### config.mk
export PLATFORM = sky130hd
export DESIGN_NAME = llc_trace_stats
export DESIGN_NICKNAME = d
export VERILOG_FILES = /design/src/rtl/llc_trace_stats.sv
export SDC_FILE = /design/constraint.sdc
export NUM_CORES = 1
export LEC_CHECK = 0
export BUFFER_PORTS_ARGS = -buffer_cell sky130_fd_sc_hd__buf_2
export CORE_MARGIN = 3
export CORE_UTILIZATION = 60
export CTS_BUF_LIST = sky130_fd_sc_hd__clkbuf_8
export CTS_CLUSTER_DIAMETER = 200
export DETAILED_ROUTE_END_ITERATION = 8
export PLACE_DENSITY = 0.79
export SLEW_MARGIN = 20
export SYNTH_ARGS = -nofsm -noshare
export SYNTH_HDL_FRONTEND = slang
export SYNTH_SLANG_ARGS = --single-unit
### constraint.sdc
create_clock -name clk -period 14.45 [get_ports clk]
set_input_delay 0 -clock clk [delete_from_list [all_inputs] [get_ports clk]]
set_output_delay 0 -clock clk [all_outputs]
set_load 0.005 [all_outputs]
### src/rtl/llc_trace_stats.sv
// LLC trace statistics engine: per-channel saturating read/write/hit/miss counters
// with a snapshot report and a sequential restoring divider for the fixed-point hit ratio.

module llc_trace_ch #(
    parameter int CNT_W = 32
) (
    input  logic             clk,
    input  logic             rst,
    input  logic             clr,
    input  logic             inc_rd,
    input  logic             inc_wr,
    input  logic             inc_hit,
    input  logic             inc_miss,
    output logic [CNT_W-1:0] rd,
    output logic [CNT_W-1:0] wr,
    output logic [CNT_W-1:0] hit,
    output logic [CNT_W-1:0] miss
);
    logic [CNT_W-1:0] rd_q, rd_d, wr_q, wr_d, hit_q, hit_d, miss_q, miss_d;

    function automatic logic [CNT_W-1:0] sat_inc(input logic [CNT_W-1:0] v, input logic en);
        return (en && !(&v)) ? v + 1'b1 : v;
    endfunction

    always_comb begin
        rd_d   = sat_inc(rd_q, inc_rd);
        wr_d   = sat_inc(wr_q, inc_wr);
        hit_d  = sat_inc(hit_q, inc_hit);
        miss_d = sat_inc(miss_q, inc_miss);
        if (clr) begin
            rd_d   = '0;
            wr_d   = '0;
            hit_d  = '0;
            miss_d = '0;
        end
    end

    always_ff @(posedge clk or posedge rst) begin
        if (rst) begin
            rd_q   <= '0;
            wr_q   <= '0;
            hit_q  <= '0;
            miss_q <= '0;
        end else begin
            rd_q   <= rd_d;
            wr_q   <= wr_d;
            hit_q  <= hit_d;
            miss_q <= miss_d;
        end
    end

    assign rd   = rd_q;
    assign wr   = wr_q;
    assign hit  = hit_q;
    assign miss = miss_q;
endmodule

module llc_trace_stats #(
    parameter int NUM_CH = 2,
    parameter int CMD_W  = 4,
    parameter int CNT_W  = 32,
    parameter int FRAC_W = 8,
    localparam int CH_W  = (NUM_CH > 1) ? $clog2(NUM_CH) : 1
) (
    input  logic              clk,
    input  logic              rst,
    input  logic              mode,
    input  logic              ev_valid,
    output logic              ev_ready,
    input  logic [CH_W-1:0]   ev_ch,
    input  logic [CMD_W-1:0]  ev_cmd,
    input  logic              ev_hit,
    input  logic              rpt_req,
    input  logic [CH_W-1:0]   rpt_ch,
    output logic              rpt_valid,
    input  logic              rpt_ready,
    output logic [CNT_W-1:0]  rpt_reads,
    output logic [CNT_W-1:0]  rpt_writes,
    output logic [CNT_W-1:0]  rpt_hits,
    output logic [CNT_W-1:0]  rpt_misses,
    output logic [FRAC_W:0]   rpt_ratio
);
    localparam int DC_W = $clog2(FRAC_W + 1);

    typedef enum logic [1:0] {IDLE, SNAP, DIV, DONE} state_t;

    state_t                       state_q, state_d;
    logic [CH_W-1:0]              rch_q, rch_d;
    logic [CNT_W-1:0]             s_rd_q, s_rd_d, s_wr_q, s_wr_d, s_hit_q, s_hit_d, s_miss_q, s_miss_d;
    logic [CNT_W:0]               total_q, total_d;
    logic [CNT_W+1:0]             rem_q, rem_d, trial;
    logic [FRAC_W:0]              quo_q, quo_d;
    logic [DC_W-1:0]              dcnt_q, dcnt_d;
    logic                         rpt_valid_q, rpt_valid_d;
    logic                         qbit;

    logic [NUM_CH-1:0][CNT_W-1:0] c_rd, c_wr, c_hit, c_miss;
    logic [NUM_CH-1:0]            ch_sel;
    logic [CNT_W-1:0]             l_rd, l_wr, l_hit, l_miss;
    logic [CNT_W:0]               l_total;
    logic                         acc, ev_ok, rch_ok, is_rd, is_wr, is_rw, is_clr, is_rpt, trig;

    assign ev_ready = (state_q == IDLE);
    assign acc      = ev_valid && ev_ready;
    assign ev_ok    = 32'(ev_ch) < NUM_CH;
    assign rch_ok   = 32'(rch_q) < NUM_CH;
    assign is_rd    = (ev_cmd == CMD_W'(0)) || (ev_cmd == CMD_W'(2));
    assign is_wr    = (ev_cmd == CMD_W'(1));
    assign is_rw    = is_rd || is_wr;
    assign is_clr   = (ev_cmd == CMD_W'(8));
    assign is_rpt   = (ev_cmd == CMD_W'(9)) && !mode;
    // rpt_req alone is enough to trigger; an event only triggers if it lands on a real channel
    assign trig     = ev_ready && (rpt_req || (acc && ev_ok && is_rpt));

    for (genvar i = 0; i < NUM_CH; i++) begin : g_ch
        assign ch_sel[i] = acc && ev_ok && (ev_ch == CH_W'(i));
        llc_trace_ch #(.CNT_W(CNT_W)) u_ch (
            .clk      (clk),
            .rst      (rst),
            .clr      (ch_sel[i] && is_clr),
            .inc_rd   (ch_sel[i] && is_rd),
            .inc_wr   (ch_sel[i] && is_wr),
            .inc_hit  (ch_sel[i] && is_rw && ev_hit),
            .inc_miss (ch_sel[i] && is_rw && !ev_hit),
            .rd       (c_rd[i]),
            .wr       (c_wr[i]),
            .hit      (c_hit[i]),
            .miss     (c_miss[i])
        );
    end

    always_comb begin
        l_rd   = '0;
        l_wr   = '0;
        l_hit  = '0;
        l_miss = '0;
        if (rch_ok) begin
            l_rd   = c_rd[rch_q];
            l_wr   = c_wr[rch_q];
            l_hit  = c_hit[rch_q];
            l_miss = c_miss[rch_q];
        end
        l_total = {1'b0, l_hit} + {1'b0, l_miss};
    end

    always_comb begin
        state_d     = state_q;
        rch_d       = rch_q;
        s_rd_d      = s_rd_q;
        s_wr_d      = s_wr_q;
        s_hit_d     = s_hit_q;
        s_miss_d    = s_miss_q;
        total_d     = total_q;
        rem_d       = rem_q;
        quo_d       = quo_q;
        dcnt_d      = dcnt_q;
        rpt_valid_d = 1'b0;
        // first step tests the unshifted hits for the integer bit (ratio can reach 1.0)
        trial       = (dcnt_q == '0) ? rem_q : {rem_q[CNT_W:0], 1'b0};
        qbit        = trial >= {1'b0, total_q};
        case (state_q)
            IDLE: begin
                if (trig) begin
                    state_d = SNAP;
                    rch_d   = rpt_req ? rpt_ch : ev_ch;
                end
            end
            SNAP: begin
                s_rd_d   = l_rd;
                s_wr_d   = l_wr;
                s_hit_d  = l_hit;
                s_miss_d = l_miss;
                total_d  = l_total;
                rem_d    = {2'b00, l_hit};
                quo_d    = '0;
                dcnt_d   = '0;
                state_d  = (l_total == '0) ? DONE : DIV;
            end
            DIV: begin
                rem_d  = qbit ? trial - {1'b0, total_q} : trial;
                quo_d  = {quo_q[FRAC_W-1:0], qbit};
                dcnt_d = dcnt_q + 1'b1;
                if (dcnt_q == DC_W'(FRAC_W))
                    state_d = DONE;
            end
            DONE: begin
                rpt_valid_d = 1'b1;
                if (rpt_valid_q && rpt_ready) begin
                    rpt_valid_d = 1'b0;
                    state_d     = IDLE;
                end
            end
            default: state_d = IDLE;
        endcase
    end

    always_ff @(posedge clk or posedge rst) begin
        if (rst) begin
            state_q     <= IDLE;
            rch_q       <= '0;
            s_rd_q      <= '0;
            s_wr_q      <= '0;
            s_hit_q     <= '0;
            s_miss_q    <= '0;
            total_q     <= '0;
            rem_q       <= '0;
            quo_q       <= '0;
            dcnt_q      <= '0;
            rpt_valid_q <= 1'b0;
        end else begin
            state_q     <= state_d;
            rch_q       <= rch_d;
            s_rd_q      <= s_rd_d;
            s_wr_q      <= s_wr_d;
            s_hit_q     <= s_hit_d;
            s_miss_q    <= s_miss_d;
            total_q     <= total_d;
            rem_q       <= rem_d;
            quo_q       <= quo_d;
            dcnt_q      <= dcnt_d;
            rpt_valid_q <= rpt_valid_d;
        end
    end

    assign rpt_valid  = rpt_valid_q;
    assign rpt_reads  = s_rd_q;
    assign rpt_writes = s_wr_q;
    assign rpt_hits   = s_hit_q;
    assign rpt_misses = s_miss_q;
    assign rpt_ratio  = quo_q;
endmodule

# Word-level counts from Yosys, hierarchy flattened
# Cells that the tools add are included.
[word_totals] output_inout_bits=139 regBits=468 wordCells=144 input_bits=13
[classes] add_sub_neg=11 muxes=37 bitwise_logic=1 eq_ne=11 reduce_logical=63 order_cmp=2
[ops] operator="two-way mux 32 bit" count=24
[ops] operator="adder 32 x 1 -> 32 bit (second input constant)" count=8
[ops] operator="AND reduction 32 bit" count=8
[ops] operator="two-way mux 34 bit" count=2
[ops] operator="one-hot mux 34 bit (2 select lines)" count=1
[ops] operator="greater-or-equal comparator 34 x 33 -> 1 bit" count=1
[ops] operator="subtractor 34 x 33 -> 34 bit" count=1
[ops] operator="adder 32 x 32 -> 33 bit" count=1
[ops] operator="zero test 33 bit" count=1
[ops] operator="logical AND 1 bit" count=27
[ops] operator="one-hot mux 9 bit (2 select lines)" count=1
[ops] operator="nonzero test 2 bit" count=9
[ops] operator="equality test 4 bit (second input constant)" count=3
[ops] operator="zero test 1 bit" count=10
[ops] operator="zero test 4 bit" count=2
[ops] operator="one-hot mux 2 bit (4 select lines)" count=1
[ops] operator="one-hot mux 4 bit (2 select lines)" count=1
[ops] operator="two-way mux 2 bit" count=3
[ops] operator="adder 4 x 1 -> 4 bit (second input constant)" count=1
[ops] operator="equality test 2 bit (second input constant)" count=2
[ops] operator="equality test 4 x 1 -> 1 bit (second input constant)" count=1
[ops] operator="equality test 4 x 2 -> 1 bit (second input constant)" count=1
[ops] operator="two-way mux 1 bit" count=4
[ops] operator="inequality test 2 bit (second input constant)" count=2
[ops] operator="8 further kinds" count=10

# Depth between registers and ports, before layout
# Gate-level depths: netlist (run 1).
[depth] word_depth=8 depth_mapped=20 mapped_depth_nobuf=17

# Cells and area by module
# Synthesis (run 1) repeated with hierarchy kept, for this count alone.
[hier_totals] hier_cells=2992 area_unflattened_um2=27829.2
[by_module_without_submodules] module="llc_trace_stats" n_inst=1 seq_area_each_um2=5305.1 area_per_inst_um2=13711.9 cells_per_inst=1428
[by_module_without_submodules] module="llc_trace_ch (g_ch[1].u_ch)" n_inst=1 seq_area_each_um2=3203.1 area_per_inst_um2=7129.3 cells_per_inst=789
[by_module_without_submodules] module="llc_trace_ch (g_ch[0].u_ch)" n_inst=1 seq_area_each_um2=3203.1 area_per_inst_um2=6988.0 cells_per_inst=775

# Least setup slack after synthesis (run 1)
# OpenSTA, ideal clock, no wires.
[synth_timing] kind="register -> register" startpoint="reg dcnt_q[0]" endpoint="reg rem_q[29]" path_buffers=1 path_stages_with_launch=17 path_slack_ps=9375 period_less_slack_ps=5075 setup_time_ps=126 arrival_time_ps=4949 required_time_ps=14324 cell_sequence="dfrtp_1 -> inv_1 -> ha_1 -> nor3b_1 -> clkbuf_1 -> mux2_2 -> fa_1 -> a211oi_1 -> o211ai_1 -> a21oi_1 -> a41oi_1 -> a21oi_1 -> o31ai_2 -> a31oi_1 -> mux2_2 -> a211o_1 -> a221o_1"
[synth_between] elab_chain_cells=5 word_cells_on_any_way=6 cone_classes="add/sub: 1; order compare: 1; mux: 3; reduce/logical: 1"
[synth_lines] item="start, declared" line="93" rtl="logic [DC_W-1:0] dcnt_q, dcnt_d;"
[synth_lines] item="start signal, assigned" line="220" rtl="dcnt_q <= dcnt_d;"
[synth_lines] item="zero test 4 bit *" line="159" rtl="trial = (dcnt_q == '0) ? rem_q : {rem_q[CNT_W:0], 1'b0};"
[synth_lines] item="two-way mux 34 bit *" line="159"
[synth_lines] item="subtractor 34 x 33 -> 34 bit or greater-or-equal comparator 34 x 33 -> 1 bit (tied branches)" line="180, 160"
[synth_lines] item="two-way mux 34 bit *" line="180" rtl="rem_d = qbit ? trial - {1'b0, total_q} : trial;"
[synth_lines] item="one-hot mux 34 bit (2 select lines) *" line="161" rtl="case (state_q)"
[synth_lines] item="end signal, assigned" line="218" rtl="rem_q <= rem_d;"
[synth_lines] item="end, declared" line="91" rtl="logic [CNT_W+1:0] rem_q, rem_d, trial;"
# Every way passes the cells marked *; elsewhere a longest branch is shown, timed or not.
# A chain may end at the register's enable or synchronous reset.

# Final worst setup path (run 1)
# Ends and elaborated chain as after synthesis.

==> Implementation_results.wiki, run 1 <==
{| class="wikitable"
! Metric !! Value
|-
| Post-placement cell count || 3436
|-
| Final HPWL from detailed placement || 50300 um
|-
| Share of the synthesized area in compound gates (AO/OA/AOI/OAI) || 12.1%
|-
| Share of the clock period used by the worst path || 41.1%
|-
| TritonCTS Sinks || 468
|-
| Number of standard-cell rows in the floorplan || 76
|-
| Top-area cell type share of the netlist area || 44.3%
|-
| Proportion of synthesized flip-flops having asynchronous set or reset || 100%
|-
| Tightest Pin Transition || 1.07 ns
|-
| Arrival time of data at the critical path endpoint || 6.48 ns
|-
| Port bufs || 151
|-
| Cell type contributing the most total cell area after synthesis || sky130_fd_sc_hd__dfrtp_1
|-
| Nature of the critical path startpoint || register
|-
| Detailed-router iteration count before antenna repair || 7
|-
| Pleak || 14.1 nW
|-
| Fin nets || 3046
|-
| Drc violations || 0
|-
| Most frequently used cell type in the post-synthesis netlist || sky130_fd_sc_hd__dfrtp_1
|-
| Adder and majority cell fraction of the synthesized area || 3.89%
|-
| Setup total negative slack || 0 ns
|-
| Mean number of vias per cell || 6.00
|-
| DIE AREA || 46600 um2
|-
| Number of top-level pins || 152
|-
| Depth of the CTS H-tree || 3
|-
| Final hold violation count || 0
|-
| Number of pins with negative max-slew slack in the final report || 0
|-
| Distinct cell type count of the synthesized netlist || 76
|-
| MaxCap Viol Count || 0
|-
| Simple logic cell fraction of the synthesized area || 18.2%
|-
| GRT Residual Overflow || 0
|-
| Worst Path Max Fanout || 35
|-
| Share of cell area taken by muxes after synthesis || 9.86%
|-
| Count of buffers added by post-CTS timing repair for setup || 0
|-
| Crit path required time || 14.99 ns
|-
| Net count of the mapped netlist || 2898
|-
| Number of nets with antenna violations after routing || 0
|-
| Count of hold-fix buffers inserted at cts || 11
|-
| Non-filler cells, final || 3598
|-
| Clock latency at the later pin of the worst-skew pair || 0.67 ns
|-
| Startpoint of the worst-slack reg-to-reg timing path || dcnt_q[0]
|-
| Crit path time final || 5.94 ns
|-
| Post-CTS sizing || 0
|-
| Clock network fraction of total power || 23.4%
|-
| Power, Total || 0.00512 W
|-
| Outcome || complete, no violations
|-
| Terminus of the critical flop-to-flop path || rem_q[29]
|-
| Worst min-delay path class || in -> async
|-
| Power share of the sequential group || 32.1%
|-
| Effective utilization at floorplan || 61.1%
|-
| Syn avg cell area || 9.43 um2
|-
| Largest family of logic cells by synthesized area || simple AND/OR/NAND/NOR gates
|-
| Commonest cells in the netlist || 468 x sky130_fd_sc_hd__dfrtp_1, 396 x sky130_fd_sc_hd__nor2_1, 211 x sky130_fd_sc_hd__nand2_1, 182 x sky130_fd_sc_hd__a21oi_1, 162 x sky130_fd_sc_hd__xor2_1
|-
| Maximum VDD drop || 0.148 mV
|-
| Number of cells on the worst reg-to-reg path || 17
|-
| Setup clock skew after layout || 0.0250 ns
|-
| Fmax || 0.168 GHz
|-
| Share of the synthesized netlist area taken by xor and xnor gates || 8.35%
|-
| Switch Pwr || 0.00203 W
|-
| RSZ-0062 raised after global routing || false
|-
| TritonCTS buffer count || 81
|-
| Initial antenna violation count || 2
|-
| Fraction of layout cells with a size suffix above 1 || 14.9%
|-
| Proportion of total power due to net switching || 39.6%
|-
| Number of global-route vias before repair || 21500
|-
| Comb pwr share || 44.5%
|-
| Signed area change from the synthesized netlist to the final layout || 11.5%
|-
| Synthesized flop and latch total || 468
|-
| Pin count of the biggest net entering global routing || 184
|-
| P per Cell Area || 174 nW/um2
|-
| Number of enable-type register cells in the synthesized netlist || 0
|-
| Main flop type after synthesis || sky130_fd_sc_hd__dfrtp_1
|-
| Detailed Route WL || 71600 um
|-
| TritonCTS clock tree || done
|-
| Average detailed-routed wire length per instance || 19.9 um
|-
| Mapped Area || 26400 um2
|-
| Total global routing track utilization || 30.5%
|-
| Clock Tree Root || sky130_fd_sc_hd__clkbuf_8
|-
| Post-Synthesis Cells || 2804
|-
| FF-to-FF setup slack || 8.51 ns
|-
| Number of filler instances in the final layout || 3393
|-
| Wire length of the first global-routing pass || 114000 um
|-
| Via count || 21600
|-
| Core area || 43300 um2
|-
| Relative slew slack || 28.0%
|-
| Final setup violation count || 0
|-
| Y dimension of the die || 216 um
|-
| Routability-driven placement congestion ratio || 0.930
|-
| Critical setup path kind || reg -> reg
|-
| Crit path capture type || register
|-
| Leading cell types by total area after synthesis || sky130_fd_sc_hd__dfrtp_1 44%, sky130_fd_sc_hd__mux2_2 6.0%, sky130_fd_sc_hd__nor2_1 5.6%, sky130_fd_sc_hd__xor2_1 5.4%, sky130_fd_sc_hd__mux2i_1 3.9%
|-
| Clock slew seen by the registers of the worst setup and hold paths || 0.07 ns
|-
| Syn. warnings || 0
|-
| Internal Pwr Total || 0.00310 W
|-
| Sequential cell area fraction in the yosys report || 44.3%
|-
| Number of DRC violations after detailed-routing iteration 0 || 1629
|-
| Largest buffer count on any clock path || 3
|-
| DIE WIDTH || 216 um
|-
| Launch point of the worst path || dcnt_q[0]
|}
[state kept, by name (all words and copies together), names as in the netlist, 2 cells and up]
signal,count
g_ch.u_ch.hit,64
rpt_misses,32
total_q,33
g_ch.u_ch.miss,64
rpt_hits,32
rpt_ratio,9
g_ch.u_ch.rd,64
state_q,2
rpt_reads,32
rem_q,34
rpt_writes,32
dcnt_q,4
g_ch.u_ch.wr,64
[power by group through the flow]
stage          registers [W]  logic (W)  clock network [W]
2_1_floorplan        0.00163    0.00170                  0
3_3_place_gp         0.00166    0.00218                  0
5_1_grt              0.00167    0.00252            0.00128
4_1_cts              0.00164    0.00226            0.00122
6_report             0.00165    0.00228            0.00120
3_5_place_dp         0.00166    0.00224                  0
[cell type report]
| type | instances | area [um2] | area share (%) |
|---|---|---|---|
| Tap cell | 585 | 732 | 2.48 |
| Antenna cell | 1 | 2.50 | 0.00849 |
| Inverter | 104 | 398 | 1.35 |
| Clock inverter | 47 | 275 | 0.934 |
| Clock buffer | 96 | 1320 | 4.48 |
| Sequential cell | 468 | 11700 | 39.7 |
| Timing Repair Buffer | 186 | 1120 | 3.80 |
| Multi-Input combinational cell | 2111 | 13900 | 47.2 |
[worst max-delay path by stage]
stage / to / slack [ns] / cells past startpoint
after floorplan: dcnt_q[0] / 1.40 / 1
final: rem_q[29] / 8.51 / 17
after CTS: rem_q[29] / 8.55 / 17
after global placement: rem_q[29] / 8.73 / 17
after global routing: rem_q[29] / 8.08 / 17
after detailed placement: rem_q[29] / 8.57 / 17
[cell families after synthesis]
| logic type | count (synthesis) |
|---|---|
| xor gates and xnor gates | 252 |
| buffers and inverters | 225 |
| DFF | 468 |
| AOI/OAI and AO/OA | 516 |
| and+or+nand+nor | 1019 |
| muxes | 243 |
| adders and majority gates | 81 |
[layout by cell type, fill, tap and decap left out, drive strengths merged, types with 6 or more instances in the layout]
cell type	count
buf	171
and2	19
nor3	32
o2bb2ai	16
mux2i	103
mux2	140
clkbuf	96
and3	35
o21a	6
a21boi	7
and4	33
o21ai	140
nor2	396
or3	56
nand3	112
o21bai	10
or2	6
xor2	162
nand2	211
a21o	39
a2111oi	6
a21oi	182
inv	134
a211oi	30
ha	79
nand2b	11
clkinv	11
nor2b	16
o211ai	9
o31ai	8
a31oi	15
dfrtp	468
nor4	14
xnor2	90
dlygate4sd3	15
nand4	58
[routing by layer]
layer	GRT usage, %	vias up	routed length [um]
met1	39.6	10600	30100
met2	49.0	663	33200
met5	0	-	0
met3	5.39	197	4240
li1	-	10200	-
met4	16.4	0	4070
[critical path, stage by stage, from the launching register on]
cell                       delay [ns]
sky130_fd_sc_hd__dfrtp_1         0.40
sky130_fd_sc_hd__inv_1           0.10
sky130_fd_sc_hd__ha_1            0.20
sky130_fd_sc_hd__nor3b_2         0.19
sky130_fd_sc_hd__buf_4           0.43
sky130_fd_sc_hd__mux2_2          0.43
sky130_fd_sc_hd__fa_1            0.45
sky130_fd_sc_hd__a211oi_1        0.31
sky130_fd_sc_hd__o211ai_1        0.17
sky130_fd_sc_hd__a21oi_1         0.21
sky130_fd_sc_hd__a41oi_1         0.24
sky130_fd_sc_hd__a21oi_1         0.42
sky130_fd_sc_hd__o31ai_2         0.22
sky130_fd_sc_hd__a31oi_4         0.65
sky130_fd_sc_hd__buf_4           0.46
sky130_fd_sc_hd__mux2_2          0.37
sky130_fd_sc_hd__a211o_1         0.23
sky130_fd_sc_hd__a221o_1         0.32
[metrics by stage]
step	area [um2]	hold WS (ns)	utilization [%]	setup WS, ns
finish	29500	0.104	68.1	8.51
global route	29500	0.115	68.1	8.08
CTS	29400	0.0418	67.8	8.55
detailed placement	27600	0.265	63.9	8.57
global placement	27600	0.250	63.9	8.73
floorplan	26400	0.151	-	1.40
(Power assumes the default switching activity.)
==> inputs of run 2 (changes only) <==
--- a/config.mk
+++ b/config.mk
@@ -7,7 +7,7 @@
 export LEC_CHECK = 0
 export BUFFER_PORTS_ARGS = -buffer_cell sky130_fd_sc_hd__buf_2
 export CORE_MARGIN = 3
-export CORE_UTILIZATION = 60
+export CORE_UTILIZATION = 58
 export CTS_BUF_LIST = sky130_fd_sc_hd__clkbuf_8
 export CTS_CLUSTER_DIAMETER = 200
 export DETAILED_ROUTE_END_ITERATION = 8
==> constraint.sdc (replaced) <==
create_clock -name clk -period 5.3 [get_ports clk]
set_input_delay 0 -clock clk [delete_from_list [all_inputs] [get_ports clk]]
set_output_delay 0 -clock clk [all_outputs]
set_load 0.005 [all_outputs]
==> Implementation_results.wiki, run 2 (synthesis gave the netlist of run 1 again) <==
{| class="wikitable"
! Metric !! Value
|-
| Number of standard-cell rows in the floorplan || 77 (+1.3%)
|-
| Top library cells by usage in the layout, fill and taps aside || 467 x sky130_fd_sc_hd__dfrtp_1, 394 x sky130_fd_sc_hd__nor2_1, 211 x sky130_fd_sc_hd__nand2_1
|-
| Startpoint of the worst-slack reg-to-reg timing path || dcnt_q[0]
|-
| Number of nets with antenna violations after routing || 0 (unchanged)
|-
| Via count || 22000 (+1.7%)
|-
| Core area || 44600 um2 (+3.1%)
|-
| MaxCap Viol Count || 0 (unchanged)
|-
| Effective utilization at floorplan || 59.3% (-1.8 points)
|-
| Signed area change from the synthesized netlist to the final layout || 12.0%
|-
| Detailed-router iteration count before antenna repair || 8 (+1)
|-
| Setup Slack @ Placement || 0.385 ns (-8.18 ns)
|-
| Drc violations || 0 (unchanged)
|-
| Fin area || 29600 um2 (+0.48%)
|-
| Fraction of layout cells with a size suffix above 1 || 15.4% (+0.54 points)
|-
| Buf/Inv on CP || 3 (unchanged)
|-
| Crit path time final || 5.06 ns (-0.882 ns)
|-
| DIE AREA || 48200 um2 (+3.4%)
|-
| Clock latency at the later pin of the worst-skew pair || 0.67 ns (about the same)
|-
| Number of top-level pins || 152 (unchanged)
|-
| FF-to-FF setup slack || 0.24 ns (-8.27 ns)
|-
| Clock slew seen by the registers of the worst setup and hold paths || 0.07 ns (about the same)
|-
| Mean number of vias per cell || 6.07 (+1.2%)
|-
| Port bufs || 151 (unchanged)
|-
| Crit path capture type || register
|-
| Pin count of the biggest net entering global routing || 267 (+45%)
|-
| Total global routing track utilization || 29.6% (-0.83 points)
|-
| Y dimension of the die || 220 um (+1.7%)
|-
| Crit path required time || 5.80 ns (-9.19 ns)
|-
| Arrival time of data at the critical path endpoint || 5.56 ns (-0.92 ns)
|-
| GRT Residual Overflow || 0 (unchanged)
|-
| Largest buffer count on any clock path || 3 (unchanged)
|-
| Routability-driven placement congestion ratio || 0.969 (+4.2%)
|-
| Depth of the CTS H-tree || 3 (unchanged)
|-
| Leading cell type in the layout, fill and taps excluded || sky130_fd_sc_hd__dfrtp_1
|-
| Setup clock skew after layout || 0.0331 ns (+0.00806 ns)
|-
| TritonCTS Sinks || 468 (unchanged)
|-
| Outcome || complete, no violations
|-
| Number of cells on the worst reg-to-reg path || 17 (unchanged)
|-
| Stage delay of the slowest cell on the critical path || 0.56 ns (-0.09 ns)
|-
| Final hold violation count || 0 (unchanged)
|-
| Final worst setup slack || 0.237 ns (-8.27 ns)
|-
| Diode count || 0 (-1)
|-
| Critical-path cell list || inv_1, ha_1, nor3b_2, buf_4, mux2_2, ha_1, o21ai_0, o211ai_1, a21oi_1, a41oi_1, a21oi_1, o31ai_4, a31oi_4, buf_12, mux2_2, o211ai_1, o21ai_0
|-
| Terminus of the critical flop-to-flop path || rem_q[15]
|-
| Final HPWL from detailed placement || 50300 um (about the same)
|-
| DIE WIDTH || 220 um (+1.7%)
|-
| Number of DRC violations after detailed-routing iteration 0 || 1878 (+15%)
|-
| Number of pins with negative max-slew slack in the final report || 0 (unchanged)
|-
| Fin nets || 3058 (+0.39%)
|-
| Number of global-route vias before repair || 21500 (+0.037%)
|-
| Slowest CP cell || sky130_fd_sc_hd__a21oi_1
|-
| Worst min-delay path class || in -> async
|-
| Relative slew slack || 33.2% (+5.2 points)
|-
| Worst Path Max Fanout || 28 (-20%)
|-
| TritonCTS buffer count || 79 (-2.5%)
|-
| Pleak || 14.2 nW (+0.46%)
|-
| Initial antenna violation count || 1 (-1)
|-
| Maximum VDD drop || 0.401 mV (+170%)
|-
| Share of the clock period used by the worst path || 95.5% (+54 points)
|-
| P per Cell Area || 476 nW/um2 (+170%)
|-
| Wire length of the first global-routing pass || 114000 um (-0.33%)
|-
| Cell area after placement || 27800 um2 (+0.68%)
|-
| Nature of the critical path startpoint || register
|-
| Tightest Pin Transition || 1.00 ns (-0.0664 ns)
|-
| Detailed Route WL || 71200 um (-0.48%)
|-
| Fmax || 0.198 GHz (+17%)
|-
| Final setup violation count || 0 (unchanged)
|-
| Average detailed-routed wire length per instance || 19.7 um (-0.97%)
|-
| Critical setup path kind || reg -> reg
|-
| Category of cells accounting for the largest share of critical-path delay || compound AO/OA/AOI/OAI gates
|-
| TritonCTS clock tree || done
|-
| Clock Tree Root || sky130_fd_sc_hd__clkbuf_8
|}
[run 2: changes by cell type in the layout (fill, tap and decap cells not counted), moves of 2 or more]
cell / before / now
sky130_fd_sc_hd__clkbuf_8: 96 / 98
sky130_fd_sc_hd__buf_4: 14 / 27
sky130_fd_sc_hd__buf_6: 2 / 0
sky130_fd_sc_hd__clkinvlp_4: 4 / 2
sky130_fd_sc_hd__inv_1: 130 / 124
sky130_fd_sc_hd__buf_12: 3 / 6
sky130_fd_sc_hd__clkinv_2: 11 / 16
[run 2: stage by stage]
step | hold WS (ns) | util (%) | setup TNS, ns | std cells | total power [W]
after floorplan | 0.151 | - | -485.26 | 2804 | 0.00907
after global placement | 0.208 | 62.4 | 0 | 3459 | 0.0106
after detailed placement | 0.218 | 62.4 | 0 | 3459 | 0.0107
after CTS | 0.0435 | 66.3 | 0 | 3615 | 0.0141
after global routing | 0.105 | 66.4 | -0.000373 | 3616 | 0.0150
final | 0.0816 | 66.4 | 0 | 3616 | 0.0141
[run 2: power breakdown]
group / switching (W) / leakage, nW / internal (W)
clock: 0.00153 / 0.917 / 0.00173
sequential: 0.000366 / 6.33 / 0.00409
combinational: 0.00368 / 6.97 / 0.00270
total: 0.00558 / 14.2 / 0.00853
[run 2: area by class of cell]
cell class / count / area (um2)
fillers: 3534 / 15000
multi-input cells: 2111 / 13900
flip-flops and latches: 468 / 11700
clock buffers: 98 / 1350
repair buffers: 200 / 1260
well taps: 592 / 741
inverters: 104 / 394
clock inverters: 43 / 244
[run 2: worst max path at each step]
| stage | startpoint | slack (ns) | end | cells after the start |
|---|---|---|---|---|
| floorplan | rst | -1.04 | dcnt_q[0] | 1 |
| global placement | dcnt_q[0] | 0.54 | rem_q[31] | 17 |
| detailed placement | dcnt_q[0] | 0.38 | rem_q[31] | 17 |
| CTS | dcnt_q[0] | 0.36 | rem_q[31] | 17 |
| global route | dcnt_q[0] | -0.0004 | rem_q[15] | 17 |
| finish | dcnt_q[0] | 0.24 | rem_q[15] | 17 |
[run 2: repair_timing]
item / 4_1_cts / 5_1_grt
endpoints found under the hold margin: 97 / 0
buffers inserted: 0 / 0
gates resized for setup: 0 / 1
hold buffers: 15 / 0
setup endpoints to repair: 0 / 3
[run 2: worst min-delay path, stage by stage]
cell and delay (ns):
sky130_fd_sc_hd__dlygate4sd3_1 0.54, sky130_fd_sc_hd__buf_2 0.14, sky130_fd_sc_hd__clkinvlp_4 0.58
[run 2: layer usage]
| layer | wire [um] | global-route usage [%] | vias up |
|---|---|---|---|
| met5 | 0 | 0 | - |
| met4 | 3540 | 14.4 | 0 |
| met3 | 4480 | 5.10 | 205 |
| met2 | 33700 | 48.1 | 771 |
| met1 | 29600 | 38.7 | 10800 |
| li1 | - | - | 10200 |
